## config.mk

```make
export PLATFORM = sky130hd
export DESIGN_NAME = jamma_joy_mux_resp
export DESIGN_NICKNAME = d
export VERILOG_FILES = /design/src/rtl/jamma_joy_mux_resp.sv
export SDC_FILE = /design/constraint.sdc
export NUM_CORES = 1
export LEC_CHECK = 0
export ABC_AREA = 1
export ABC_CLOCK_PERIOD_IN_PS = 1800
export BUFFER_PORTS_ARGS = -buffer_cell sky130_fd_sc_hd__buf_2
export CAP_MARGIN = 20
export CORE_MARGIN = 10
export CORE_UTILIZATION = 60
export DETAILED_ROUTE_END_ITERATION = 8
export PLACE_DENSITY_LB_ADDON = 0.12
export SLEW_MARGIN = 5
export SYNTH_ARGS = -nofsm -noshare
export SYNTH_HDL_FRONTEND = slang
export SYNTH_SLANG_ARGS = --single-unit
```

## constraint.sdc

```tcl
create_clock -name CLK -period 1.8 [get_ports CLK]
set_input_delay 0.27 -clock CLK [delete_from_list [all_inputs] [get_ports CLK]]
set_output_delay 0.27 -clock CLK [all_outputs]
set_load 0.02 [all_outputs]
```

## src/rtl/jamma_joy_mux_resp.sv

```systemverilog
// -----------------------------------------------------------------------------
// jamma_joy_mux_resp
//
// Adapter-side responder for the two-player JAMMA joystick split link.
// Both players' raw active-low switches are synchronised and debounced per
// bit. The host-driven JSELECT (synchronised) picks which debounced vector is
// presented on the registered shared bus JJOY. A watchdog reports whether the
// host is actually toggling JSELECT.
//
// Ports
//   CLK          in   single clock, rising edge
//   RESET        in   synchronous reset, active-high
//   JSELECT      in   host select, async to CLK (0 = P1, 1 = P2)
//   P1_RAW[7:0]  in   player-1 switches, active-low
//                     (0 up, 1 down, 2 left, 3 right, 4 fire1, 5 fire2,
//                      6 spare, 7 start)
//   P2_RAW[7:0]  in   player-2 switches, same bit map
//   JJOY[7:0]    out  registered shared bus to the host, active-low
//   P1_STABLE    out  debounced player-1 vector
//   P2_STABLE    out  debounced player-2 vector
//   LINK_ACTIVE  out  JSELECT toggled within the last 2^WD_BITS-1 cycles
// -----------------------------------------------------------------------------
`default_nettype none

module jamma_joy_mux_resp #(
  parameter int DEB_BITS = 16,
  parameter int WD_BITS  = 12
) (
  input  logic       CLK,
  input  logic       RESET,
  input  logic       JSELECT,
  input  logic [7:0] P1_RAW,
  input  logic [7:0] P2_RAW,
  output logic [7:0] JJOY,
  output logic [7:0] P1_STABLE,
  output logic [7:0] P2_STABLE,
  output logic       LINK_ACTIVE
);

  localparam int NBITS = 16;
  localparam logic [DEB_BITS-1:0] DEB_MAX = '1;
  localparam logic [WD_BITS-1:0]  WD_MAX  = '1;

  // ---------------------------------------------------------------------------
  // Synchronisers. Raw switch lanes are packed as {P2, P1}; the idle
  // (released) level is 1, so they reset high.
  // ---------------------------------------------------------------------------
  logic             sel_meta_q;
  logic             sel_sync_q;
  logic             sel_prev_q;
  logic [NBITS-1:0] raw_meta_q;
  logic [NBITS-1:0] raw_sync_q;

  always_ff @(posedge CLK) begin
    if (RESET) begin
      sel_meta_q <= 1'b0;
      sel_sync_q <= 1'b0;
      sel_prev_q <= 1'b0;
      raw_meta_q <= '1;
      raw_sync_q <= '1;
    end else begin
      sel_meta_q <= JSELECT;
      sel_sync_q <= sel_meta_q;
      sel_prev_q <= sel_sync_q;
      raw_meta_q <= {P2_RAW, P1_RAW};
      raw_sync_q <= raw_meta_q;
    end
  end

  // ---------------------------------------------------------------------------
  // Per-bit debounce. Each lane counts consecutive cycles where the synced
  // value disagrees with the accepted value. Agreement at any point, including
  // the cycle the counter sits at max, clears the count; the counter therefore
  // never needs to wrap.
  // ---------------------------------------------------------------------------
  logic [DEB_BITS-1:0] deb_cnt_q [NBITS];
  logic [DEB_BITS-1:0] deb_cnt_d [NBITS];
  logic [NBITS-1:0]    stable_q;
  logic [NBITS-1:0]    stable_d;

  always_comb begin
    stable_d  = stable_q;
    deb_cnt_d = deb_cnt_q;
    for (int i = 0; i < NBITS; i++) begin
      if (raw_sync_q[i] == stable_q[i]) begin
        deb_cnt_d[i] = '0;
      end else if (deb_cnt_q[i] == DEB_MAX) begin
        stable_d[i]  = raw_sync_q[i];
        deb_cnt_d[i] = '0;
      end else begin
        deb_cnt_d[i] = deb_cnt_q[i] + 1'b1;
      end
    end
  end

  always_ff @(posedge CLK) begin
    if (RESET) begin
      stable_q <= '1;
      for (int i = 0; i < NBITS; i++) begin
        deb_cnt_q[i] <= '0;
      end
    end else begin
      stable_q <= stable_d;
      for (int i = 0; i < NBITS; i++) begin
        deb_cnt_q[i] <= deb_cnt_d[i];
      end
    end
  end

  // ---------------------------------------------------------------------------
  // Output mux. Both inputs of the mux are already registered, so a select
  // edge coinciding with a stable-vector update can only ever present one
  // whole player's registered vector.
  // ---------------------------------------------------------------------------
  logic [7:0] jjoy_q;
  logic [7:0] jjoy_d;

  always_comb begin
    jjoy_d = sel_sync_q ? stable_q[15:8] : stable_q[7:0];
  end

  always_ff @(posedge CLK) begin
    if (RESET) begin
      jjoy_q <= 8'hFF;
    end else begin
      jjoy_q <= jjoy_d;
    end
  end

  // ---------------------------------------------------------------------------
  // Link-activity watchdog. Resets to max so a host that never toggles
  // JSELECT (splitter disabled) reads as inactive from the start.
  // ---------------------------------------------------------------------------
  logic               sel_edge;
  logic [WD_BITS-1:0] wd_cnt_q;
  logic [WD_BITS-1:0] wd_cnt_d;
  logic               link_q;
  logic               link_d;

  always_comb begin
    sel_edge = sel_sync_q ^ sel_prev_q;
    wd_cnt_d = wd_cnt_q;
    if (sel_edge) begin
      wd_cnt_d = '0;
    end else if (wd_cnt_q != WD_MAX) begin
      wd_cnt_d = wd_cnt_q + 1'b1;
    end
    link_d = (wd_cnt_q != WD_MAX);
  end

  always_ff @(posedge CLK) begin
    if (RESET) begin
      wd_cnt_q <= WD_MAX;
      link_q   <= 1'b0;
    end else begin
      wd_cnt_q <= wd_cnt_d;
      link_q   <= link_d;
    end
  end

  assign JJOY        = jjoy_q;
  assign P1_STABLE   = stable_q[7:0];
  assign P2_STABLE   = stable_q[15:8];
  assign LINK_ACTIVE = link_q;

endmodule

`default_nettype wire

```

### After elaboration in Yosys (flattened, before gate mapping)

Index checks and enable logic that the tools add are counted.

| cells by class | value |
|---|---|
| add/sub/neg operators | 17 |
| eq/ne operators | 33 |
| muxes and demuxes | 3 |
| bitwise logic cells | 17 |
| reduce and logical (&&, ||, !) cells | 33 |

Operators by type and width:

| kind | number |
|---|---|
| $add 16x1->16 const B | 16 |
| $eq 16x16->1 const B | 16 |
| $reduce_or 3->1 | 16 |
| $reduce_and 2->1 | 16 |
| $mux 12 | 2 |
| $eq 1x1->1 | 16 |
| $not 1->1 | 16 |
| $add 12x1->12 const B | 1 |
| $ne 12x12->1 const B | 1 |
| $mux 8 | 1 |
| $reduce_bool 2->1 | 1 |
| $xor 1x1->1 | 1 |

| storage, ports and cells | value |
|---|---|
| flip-flop bits (word level) | 328 |
| output and inout bits | 25 |
| logic and storage cells | 143 |

### Depth between registers and ports, before layout

Gate-level depths: netlist (run 1).

| depth | value |
|---|---|
| depth in word-level cells | 3 |
| gate-level depth with buffers | 9 |

### Worst setup path before layout (run 1)

Ideal clock, no wire load.

| path | value |
|---|---|
| path type | register -> register |
| start point | reg deb_cnt_q[144] in the netlist's numbering |
| end point | reg deb_cnt_q[153] in the netlist's numbering |
| setup time | 112 ps |
| arrival | 1296 ps |
| path slack | 392 ps |
| stages on the path, launching flop included | 8 |
| buffers on the path | 1 |
| clock period less this slack | 1408 ps |
| cell sequence | dfxtp_1 > ha_1 > nand2_1 > nor2_1 > nand2_2 > o21bai_4 > buf_6 > nor2_1 |

| on the way | value |
|---|---|
| longest elaborated chain between the ends | 2 |
| elaborated cells on any way between the ends | 3 |
| classes of those cells | 1 x add/sub; 1 x eq/ne; 1 x reduce/logical |

RTL lines:

| item | line | RTL |
|---|---|---|
| from (decl) | 76 | `logic [DEB_BITS-1:0] deb_cnt_q [NBITS];` |
| from (signal, indexed assignment) | 105 | `deb_cnt_q[i] <= deb_cnt_d[i];` |
| parallel branches: the longest is 2 deep, another holds $add 16x1->16 | -- |  |

Parallel ways; which one is timed is not known.
A chain may end at the register's enable or synchronous reset.

### Final worst setup path (run 1)

| path | value |
|---|---|
| start point | reg deb_cnt_q[48] in the netlist's numbering |
| end point | reg deb_cnt_q[54] in the netlist's numbering |

The elaborated chain is that of the path after synthesis.

==> out/results.txt, run 1 <==
Final Non-Filler Cells: 2683
DRT iter0 DRCs: 796
Skew final: 0.0179 ns
Vias per Instance: 5.02
Final ANT Viol Nets: 0
Number of synthesized flops with an enable pin: 0
Design area: 17500 sq um
PD cells: 923 nW/um^2
Gr usage total: 18.8%
DRT Wirelength: 31200 um
Gp weighted congestion: 0.888
CP Data Required Time: 2.20 ns
PortBufs: 43
Post-place instance area: 16100 sq um
Max_cap viols: 0
Estimated wirelength of the detail-placed design: 22700 um
I/O pin count: 44
Synth Flop Type: dfxtp_1
Chip Width: 180 um
HP Class: in -> reg
Post-Route Utilization: 69.5%
CTS Buf Count: 37
Die area: 32500 sq um
Critical path arrival: 2.02 ns
Slew @ Worst Pin: 0.493 ns
Final setup fails: 0
CTS H-tree depth: 2
Core footprint: 25300 sq um
Diode count: 0
Synthesis Warnings: 0
Chip height: 180 um
Leak Pwr: 6.27 nW
Fin nets: 2361
Post-synth ARST share: 0%
Area grow syn2layout: 13.8%
Yosys top cell by area: dfxtp_1
Syn Area/Cell: 6.95 sq um
Area contributors post-synth: dfxtp_1 (43%), nand2_1 (14%), nor2_1 (11%)
First-pass GRT wire length: 54900 um
Top cell type's share of synthesized area: 42.6%
Synth Cell Area: 15400 sq um
Commonest non-fill, non-tap cells in the layout: nand2_1 (570), nor2_1 (444), dfxtp_1 (328), inv_1 (245), nand3_1 (181)
Clock latency at the later pin of the worst-skew pair: 0.52 ns
Sink Count: 328
Final slew viol count: 0
Post-route DRC violation count: 0
Global route overflow: 0
Cell variety after synth: 35
Fin. Hold Viols: 0
CTS root buffer: clkbuf_16
Total negative slack: 0 ns
Initial antenna violation count: 0
Placed cells: 2599
Rel. slew slack: 67.0%
Largest net degree at the start of global routing: 25
Average wire per standard cell: 11.6 um
Tcrit/Tclk final: 90.5%
Peak supply drop: 0.918 mV
CP Launch Type: register
Max clock buf depth: 3
Critical path class: reg -> reg
Clock period minus worst slack: 1.63 ns
Post-CTS setup buffers: 0
RSZ-0062 raised after global routing: no
Mapped Cells: 2220
Clk pin slew, worst setup/hold paths: 0.06 ns
Post-Syn Nets: 2256
Vias in the first global route: 12700
TritonCTS clock tree: done
Commonest non-fill, non-tap cell in the layout: nand2_1
Drt first pass iters: 5
Share of cells above drive strength 1: 10.4%
Upper clock frequency limit: 614 MHz
DR vias: 13500
Status: finished, final reports clean
Worst setup EP type: register
Sequential area share after synthesis: 42.6%
Cell Rows: 58
Starting Density: 61.1%
Seq cells post-synth: 328
Maximum fanout along the worst path: 8
Total power: 0.0162 W
-- cell families (layout without fill, tap and decap cells) --
group / Yosys count / after routing / synth area share [%]
AO/OA/AOI/OAI: 132 / 132 / 5.15
XOR/XNOR: 95 / 95 / 5.40
adder cells (fa/ha/maj): 17 / 17 / 1.38
buffers and inverters: 274 / 407 / 7.51
flip-flops: 328 / 328 / 42.6
AND/OR/NAND/NOR: 1374 / 1374 / 38.0
-- final timing paths --
path              slack [ns]            end  depth (start not counted)     startpoint
setup / recovery        0.17  deb_cnt_q[54]                          7  deb_cnt_q[48]
hold reg to reg         0.41     sel_sync_q                          2     sel_meta_q
setup reg to reg        0.17  deb_cnt_q[54]                          7  deb_cnt_q[48]
hold / removal          0.23  raw_sync_q[8]                          2          RESET
-- timing repair --
action,in CTS,in global routing
gates resized for setup,0,0
endpoints found under the hold margin,17,0
hold buffers,17,0
-- registers in the layout, indices dropped and copies added, names as in the netlist --
| name | flops |
|---|---|
| raw_meta_q | 16 |
| wd_cnt_q | 12 |
| sel_prev_q | 1 |
| sel_sync_q | 1 |
| raw_sync_q | 16 |
| sel_meta_q | 1 |
| stable_q | 16 |
| deb_cnt_q | 256 |
| JJOY | 8 |
| LINK_ACTIVE | 1 |
-- Yosys cell counts, drive strengths merged, types with 6 or more instances --
library cell  instances
nand4                59
buf                  21
nand2               586
nor3                 23
or2                  46
a21oi                73
o21ai                46
nor2                470
ha                   17
clkbuf                6
xor2                 48
o21bai               12
xnor2                47
nand3               183
dfxtp               328
inv                 246
-- power by group --
part	total (W)	switching [W]	internal, W	leakage (nW)
Clock	0.00786	0.00297	0.00489	0.644
Sequential	0.00752	0.000114	0.00741	2.66
Combinational	0.000815	0.000503	0.000312	2.97
-- worst max-delay path, cell delays in order (launching register included) --
cell     delay, ns
dfxtp_1       0.36
ha_1          0.25
nand2_2       0.11
nor2_4        0.14
nand2_2       0.11
o21ai_4       0.28
buf_4         0.21
nor3_1        0.05
-- metal layers --
metal	GRT usage, %	share of wire (%)	routed length (um)
met1	24.1	48	14900
met2	31.7	46	14300
met3	2.93	4.5	1390
met4	5.68	2.1	663
met5	0	0	0
-- cell type report --
type                    count  area [sq um]
clock buffers              49          1060
clock inverters            18           233
fillers                  2164          7710
repair buffers             93           646
flip-flops and latches    328          6570
multi-input cells        1618          7700
well taps                 330           413
inverters                 247           927
-- through the flow --
stage                     setup WS, ns  hold slack (ns)
after floorplan                  0.392            0.374
after global placement           0.253            0.391
after detailed placement         0.183            0.394
after CTS                        0.171            0.212
after global routing           0.00255            0.245
final                            0.172            0.225
Note: power is estimated with default switching activity, not from simulation.
==> inputs of run 2 (changes only) <==
Settings changed: CORE_UTILIZATION 60 to 55.
==> out/results.txt, run 2 (synthesis results as in run 1) <==
WP buf/inv: 0 (-1)
Commonest non-fill, non-tap cell in the layout: nand2_1
DRT Wirelength: 31200 um (-0.15%)
Chip Width: 187 um (+4.0%)
Critical path arrival: 2.02 ns (about the same)
TritonCTS clock tree: done
Largest net degree at the start of global routing: 20 (-20%)
CTS Buf Count: 38 (+2.7%)
Placed cells: 2648 (+1.9%)
Skew final: 0.0118 ns (-0.00620 ns)
CTS H-tree depth: 2 (unchanged)
Final ANT Viol Nets: 0 (unchanged)
PortBufs: 43 (unchanged)
Post-Route Utilization: 63.6% (-5.8 points)
Upper clock frequency limit: 611 MHz (-0.47%)
Sink Count: 328 (unchanged)
Slowest stage delay, CP: 0.37 ns (about the same)
Worst setup EP type: register
Chip height: 187 um (+4.0%)
Rel. slew slack: 69.4% (+2.4 points)
DR vias: 13400 (-0.28%)
Place WS: 0.175 ns (-0.00821 ns)
Share of cells above drive strength 1: 10.5% (+0.12 points)
CP Data Required Time: 2.18 ns (-0.02 ns)
Vias per Instance: 4.91 (-2.1%)
Initial antenna violation count: 0 (unchanged)
RSZ-0062 raised after global routing: no
Final Non-Filler Cells: 2733 (+1.9%)
Critical path class: reg -> reg
Max_cap viols: 0 (unchanged)
Final slew viol count: 0 (unchanged)
Tcrit/Tclk final: 90.9% (+0.43 points)
Max FFs per register: 256 (unchanged)
Post-place instance area: 16100 sq um (+0.42%)
Clock latency at the later pin of the worst-skew pair: 0.51 ns (about the same)
Starting Density: 55.7% (-5.4 points)
DRT iter0 DRCs: 704 (-12%)
Slew @ Worst Pin: 0.457 ns (-0.0358 ns)
Total negative slack: 0 ns (unchanged)
Max clock buf depth: 3 (unchanged)
CP max-delay cell: dfxtp_1
PD cells: 915 nW/um^2 (-0.88%)
Estimated wirelength of the detail-placed design: 23000 um (+1.3%)
Cell Rows: 61 (+5.2%)
Fill count: 2532 (+17%)
CP Launch Type: register
CTS root buffer: clkbuf_16
Post-cts sizing count: 0 (unchanged)
CP top delay family: compound AO/OA/AOI/OAI gates
Gp weighted congestion: 0.852 (-4.1%)
Peak supply drop: 0.613 mV (-33%)
Maximum fanout along the worst path: 14 (+6)
Clock period minus worst slack: 1.64 ns (+0.00766 ns)
Final setup fails: 0 (unchanged)
Gr usage total: 17.6% (-1.1 points)
Die area: 35100 sq um (+8.1%)
Clk pin slew, worst setup/hold paths: 0.06 ns (about the same)
Fin worst setup slack: 0.164 ns (-0.00766 ns)
Area grow syn2layout: 14.3%
Top reg by flops: deb_cnt_q
Fin nets: 2363 (+0.085%)
Diode count: 0 (unchanged)
CP Cell Sequence: ha_1 > nand2_1 > nor2_1 > nand2_2 > o21bai_4 > a21oi_1
Vias in the first global route: 12700 (-0.36%)
Drt first pass iters: 7 (+2)
Leak Pwr: 6.29 nW (+0.31%)
I/O pin count: 44 (unchanged)
Status: finished, final reports clean
Design area: 17600 sq um (+0.49%)
Commonest non-fill, non-tap cells in the layout: nand2_1 (570), nor2_1 (444), dfxtp_1 (328), inv_1 (245), nand3_1 (181)
Average wire per standard cell: 11.4 um (-2.0%)
First-pass GRT wire length: 54900 um (+0.14%)
Fin. Hold Viols: 0 (unchanged)
HP Class: in -> reg
Global route overflow: 0 (unchanged)
Core footprint: 27700 sq um (+9.7%)
Post-route DRC violation count: 0 (unchanged)
[run 2: changes by cell type in the layout (fill, tap and decap cells not counted), sizes merged]
cell	delta
clkbuf	+8
buf	+1
clkinv	-3
clkinvlp	-1
bufinv	-3
[run 2: timing repair]
item / 4_1_cts / 5_1_grt
hold endpoints to repair: 17 / 0
hold buffers: 17 / 0
buffers inserted: 0 / 0
setup endpoints to repair: 0 / 0
[run 2: where the power goes]
group | internal (W) | switching [W]
logic | 0.000319 | 0.000497
registers | 0.00741 | 0.000105
clock network | 0.00491 | 0.00289
[run 2: cell type report]
| cell class | instances | area (sq um) | area share (%) |
|---|---|---|---|
| Clock buffer | 57 | 1210 | 6.84 |
| Clock inverter | 11 | 109 | 0.617 |
| Inverter | 247 | 927 | 5.26 |
| Multi-Input combinational cell | 1618 | 7700 | 43.7 |
| Sequential cell | 328 | 6570 | 37.2 |
| Tap cell | 378 | 473 | 2.68 |
| Timing Repair Buffer | 94 | 653 | 3.70 |
[run 2: layer usage]
layer | track usage (%) | vias up | share of wire, %
li1 | - | 7180 | -
met1 | 21.7 | 6041 | 48
met2 | 30.8 | 160 | 47
met3 | 2.95 | 50 | 3.5
met4 | 5.29 | 0 | 2.0
met5 | 0 | - | 0
[run 2: final timing paths]
path | start | to | slack, ns | cells after the start
hold / removal | RESET | sel_sync_q | 0.21 | 3
setup / recovery | deb_cnt_q[144] | deb_cnt_q[158] | 0.16 | 6
setup reg to reg | deb_cnt_q[144] | deb_cnt_q[158] | 0.16 | 6
hold reg to reg | raw_meta_q[0] | raw_sync_q[0] | 0.40 | 1
[run 2: stage by stage]
step	total power (W)	hold WS (ns)
final	0.0161	0.208
after global routing	0.0168	0.211
after CTS	0.0163	0.199
after detailed placement	0.00845	0.394
after global placement	0.00843	0.391
after floorplan	0.00824	0.374
[run 2: worst reg2reg max path, stage by stage, from the launching register on]
cell      delay [ns]
dfxtp_1         0.37
ha_1            0.25
nand2_1         0.09
nor2_1          0.19
nand2_2         0.14
o21bai_4        0.37
a21oi_1         0.09
==> inputs of run 3 (changes only) <==
Settings changed: CORE_MARGIN 10 to 1.5, CORE_UTILIZATION 55 to 50.
==> out/results.txt, run 3 (synthesis results as in run 1) <==
Status: finished, final reports clean
Internal power: 0.0125 W (-0.97%)
First-pass GRT wire length: 52600 um (-4.3%)
Drt first pass iters: 5 (-2)
Final setup fails: 0 (unchanged)
Post-CTS setup buffers: 0 (unchanged)
Max_cap viols: 0 (unchanged)
Total negative slack: 0 ns (unchanged)
RSZ-0062 raised after global routing: no
Reg-to-reg slack, setup: 0.17 ns (about the same)
TritonCTS clock tree: done
Reg area: 6570 sq um (unchanged)
Total power: 0.0161 W (-0.33%)
Chip Width: 179 um (-4.7%)
Fill count: 2908 (+15%)
Fin nets: 2365 (+0.085%)
Core footprint: 30500 sq um (+10%)
DRT Wirelength: 30700 um (-1.5%)
CP Data Required Time: 2.20 ns (+0.02 ns)
Vias per Instance: 4.84 (-1.5%)
Slew @ Worst Pin: 0.480 ns (+0.0227 ns)
Clock period minus worst slack: 1.63 ns (-0.00398 ns)
Cell Rows: 64 (+4.9%)
Slowest stage delay, CP: 0.38 ns (about the same)
Maximum fanout along the worst path: 14 (unchanged)
DRT iter0 DRCs: 690 (-2.0%)
Final slew viol count: 0 (unchanged)
Combinational cell fraction of total power: 5.1% (about the same)
Global route overflow: 0 (unchanged)
Average wire per standard cell: 11.2 um (-2.1%)
Rel. slew slack: 68.0% (-1.4 points)
Diode count: 0 (unchanged)
Sw frac: 22.2% (+0.50 points)
Top reg by flops: deb_cnt_q
DR vias: 13300 (-0.89%)
Share of power burned in registers: 46.8% (+0.2 points)
Max FFs per register: 256 (unchanged)
Area grow syn2layout: 14.4% (about the same)
PortBufs: 43 (unchanged)
Clk pin slew, worst setup/hold paths: 0.06 ns (about the same)
WP buf/inv: 0 (unchanged)
Die area: 31900 sq um (-9.2%)
CP max-delay cell: dfxtp_1
Switching power: 0.00357 W (+2.0%)
Peak supply drop: 0.719 mV (+17%)
CP top delay family: simple AND/OR/NAND/NOR gates
Crit path top cell by count: nor2_1
Worst setup EP type: register
Final ANT Viol Nets: 0 (unchanged)
Clock power frac: 48.1% (-0.3 points)
Tcrit/Tclk final: 90.7% (-0.22 points)
Hold depth: 1 (-2)
CTS H-tree depth: 2 (unchanged)
Skew final: 0.0183 ns (+0.00653 ns)
Estimated wirelength of the detail-placed design: 22600 um (-2.0%)
Vias in the first global route: 12100 (-4.9%)
Commonest non-fill, non-tap cell in the layout: nand2_1
CTS root buffer: clkbuf_16
Worst R2R End: deb_cnt_q[154]
CP Cell Sequence: ha_1 > nand2_1 > nor2_1 > nand2_2 > o21bai_4 > nor2_1
Max clock buf depth: 3 (unchanged)
Upper clock frequency limit: 613 MHz (+0.24%)
HP Class: reg -> reg
Share of cells above drive strength 1: 10.3% (-0.25 points)
Critical path arrival: 2.04 ns (+0.02 ns)
Gr usage total: 19.6% (+1.9 points)
Initial antenna violation count: 0 (unchanged)
Leak Pwr: 6.27 nW (-0.29%)
Clock latency at the later pin of the worst-skew pair: 0.52 ns (about the same)
Gp weighted congestion: 0.866 (+1.7%)
Placed cells: 2667 (+0.72%)
Post-route DRC violation count: 0 (unchanged)
Design area: 17600 sq um (about the same)
PD cells: 911 nW/um^2 (-0.41%)
Largest net degree at the start of global routing: 25 (+25%)
I/O pin count: 44 (unchanged)
CP Launch Type: register
Commonest non-fill, non-tap cells in the layout: nand2_1 (570), nor2_1 (444), dfxtp_1 (328), inv_1 (245), nand3_1 (181)
Worst r2r src: deb_cnt_q[144]
Hold path startpoint: raw_meta_q[9]
Post-place instance area: 16200 sq um (+0.34%)
Starting Density: 50.5% (-5.1 points)
CP Launch Point: deb_cnt_q[144]
Min-Delay Endpoint: raw_sync_q[9]
Fin. Hold Viols: 0 (unchanged)
R2R cell count: 6 (unchanged)
Chip height: 179 um (-4.7%)
Multi-input logic area: 7700 sq um (unchanged)
Critical path class: reg -> reg
Sink Count: 328 (unchanged)
Final Non-Filler Cells: 2749 (+0.59%)
CTS Buf Count: 38 (unchanged)
run 3: cell count changes in the layout (fill, tap and decap cells not counted), moves of 2 or more:
cell and change:
clkinv_2 -5, clkbuf_8 -4, clkbuf_1 +3, clkbuf_16 -3, buf_12 +2, bufinv_16 +2
run 3: what timing repair did:
action                                 4_1_cts  5_1_grt
endpoints found under the hold margin       18        0
hold buffers                                18        0
resized for setup                            0        0
run 3: power groups by stage:
stage / logic, W / clock network [W] / registers (W)
after floorplan: 0.000586 / 0 / 0.00765
after global placement: 0.000766 / 0 / 0.00767
after detailed placement: 0.000786 / 0 / 0.00767
after CTS: 0.000824 / 0.00797 / 0.00752
after global routing: 0.000949 / 0.00823 / 0.00754
final: 0.000827 / 0.00773 / 0.00752
run 3: final cells by class:
| type | instances | area share (%) |
|---|---|---|
| clock buffer | 53 | 6.16 |
| sequential | 328 | 37.2 |
| multi-input combinational | 1618 | 43.6 |
| timing repair buffer | 96 | 3.94 |
| clock inverter | 11 | 1.00 |
| inverter | 247 | 5.25 |
| tap | 396 | 2.81 |
run 3: worst max path at each step:
stage / to / cells after the start / slack (ns)
finish: deb_cnt_q[154] / 6 / 0.17
global route: deb_cnt_q[28] / 9 / 0.04
CTS: deb_cnt_q[154] / 6 / 0.18
detailed placement: deb_cnt_q[153] / 6 / 0.19
global placement: deb_cnt_q[54] / 7 / 0.23
floorplan: deb_cnt_q[153] / 7 / 0.39
run 3: metal layers:
layer  GRT usage (%)  routed length, um  share of wire [%]  vias to the layer above
met3            2.69                885                2.9                       46
met2            34.5              14500                 47                      146
li1                -                  -                  -                     7197
met4            5.49                571                1.9                        0
met5               0                  0                  0                        -
met1            24.8              14700                 48                     5923
run 3: stage by stage:
stage	utilization (%)	worst slack, ns	hold slack [ns]
finish	57.8	0.168	0.406
global route	57.8	0.0380	0.421
global placement	53.1	0.230	0.392
CTS	57.8	0.184	0.410
floorplan	-	0.392	0.374
detailed placement	53.1	0.191	0.396
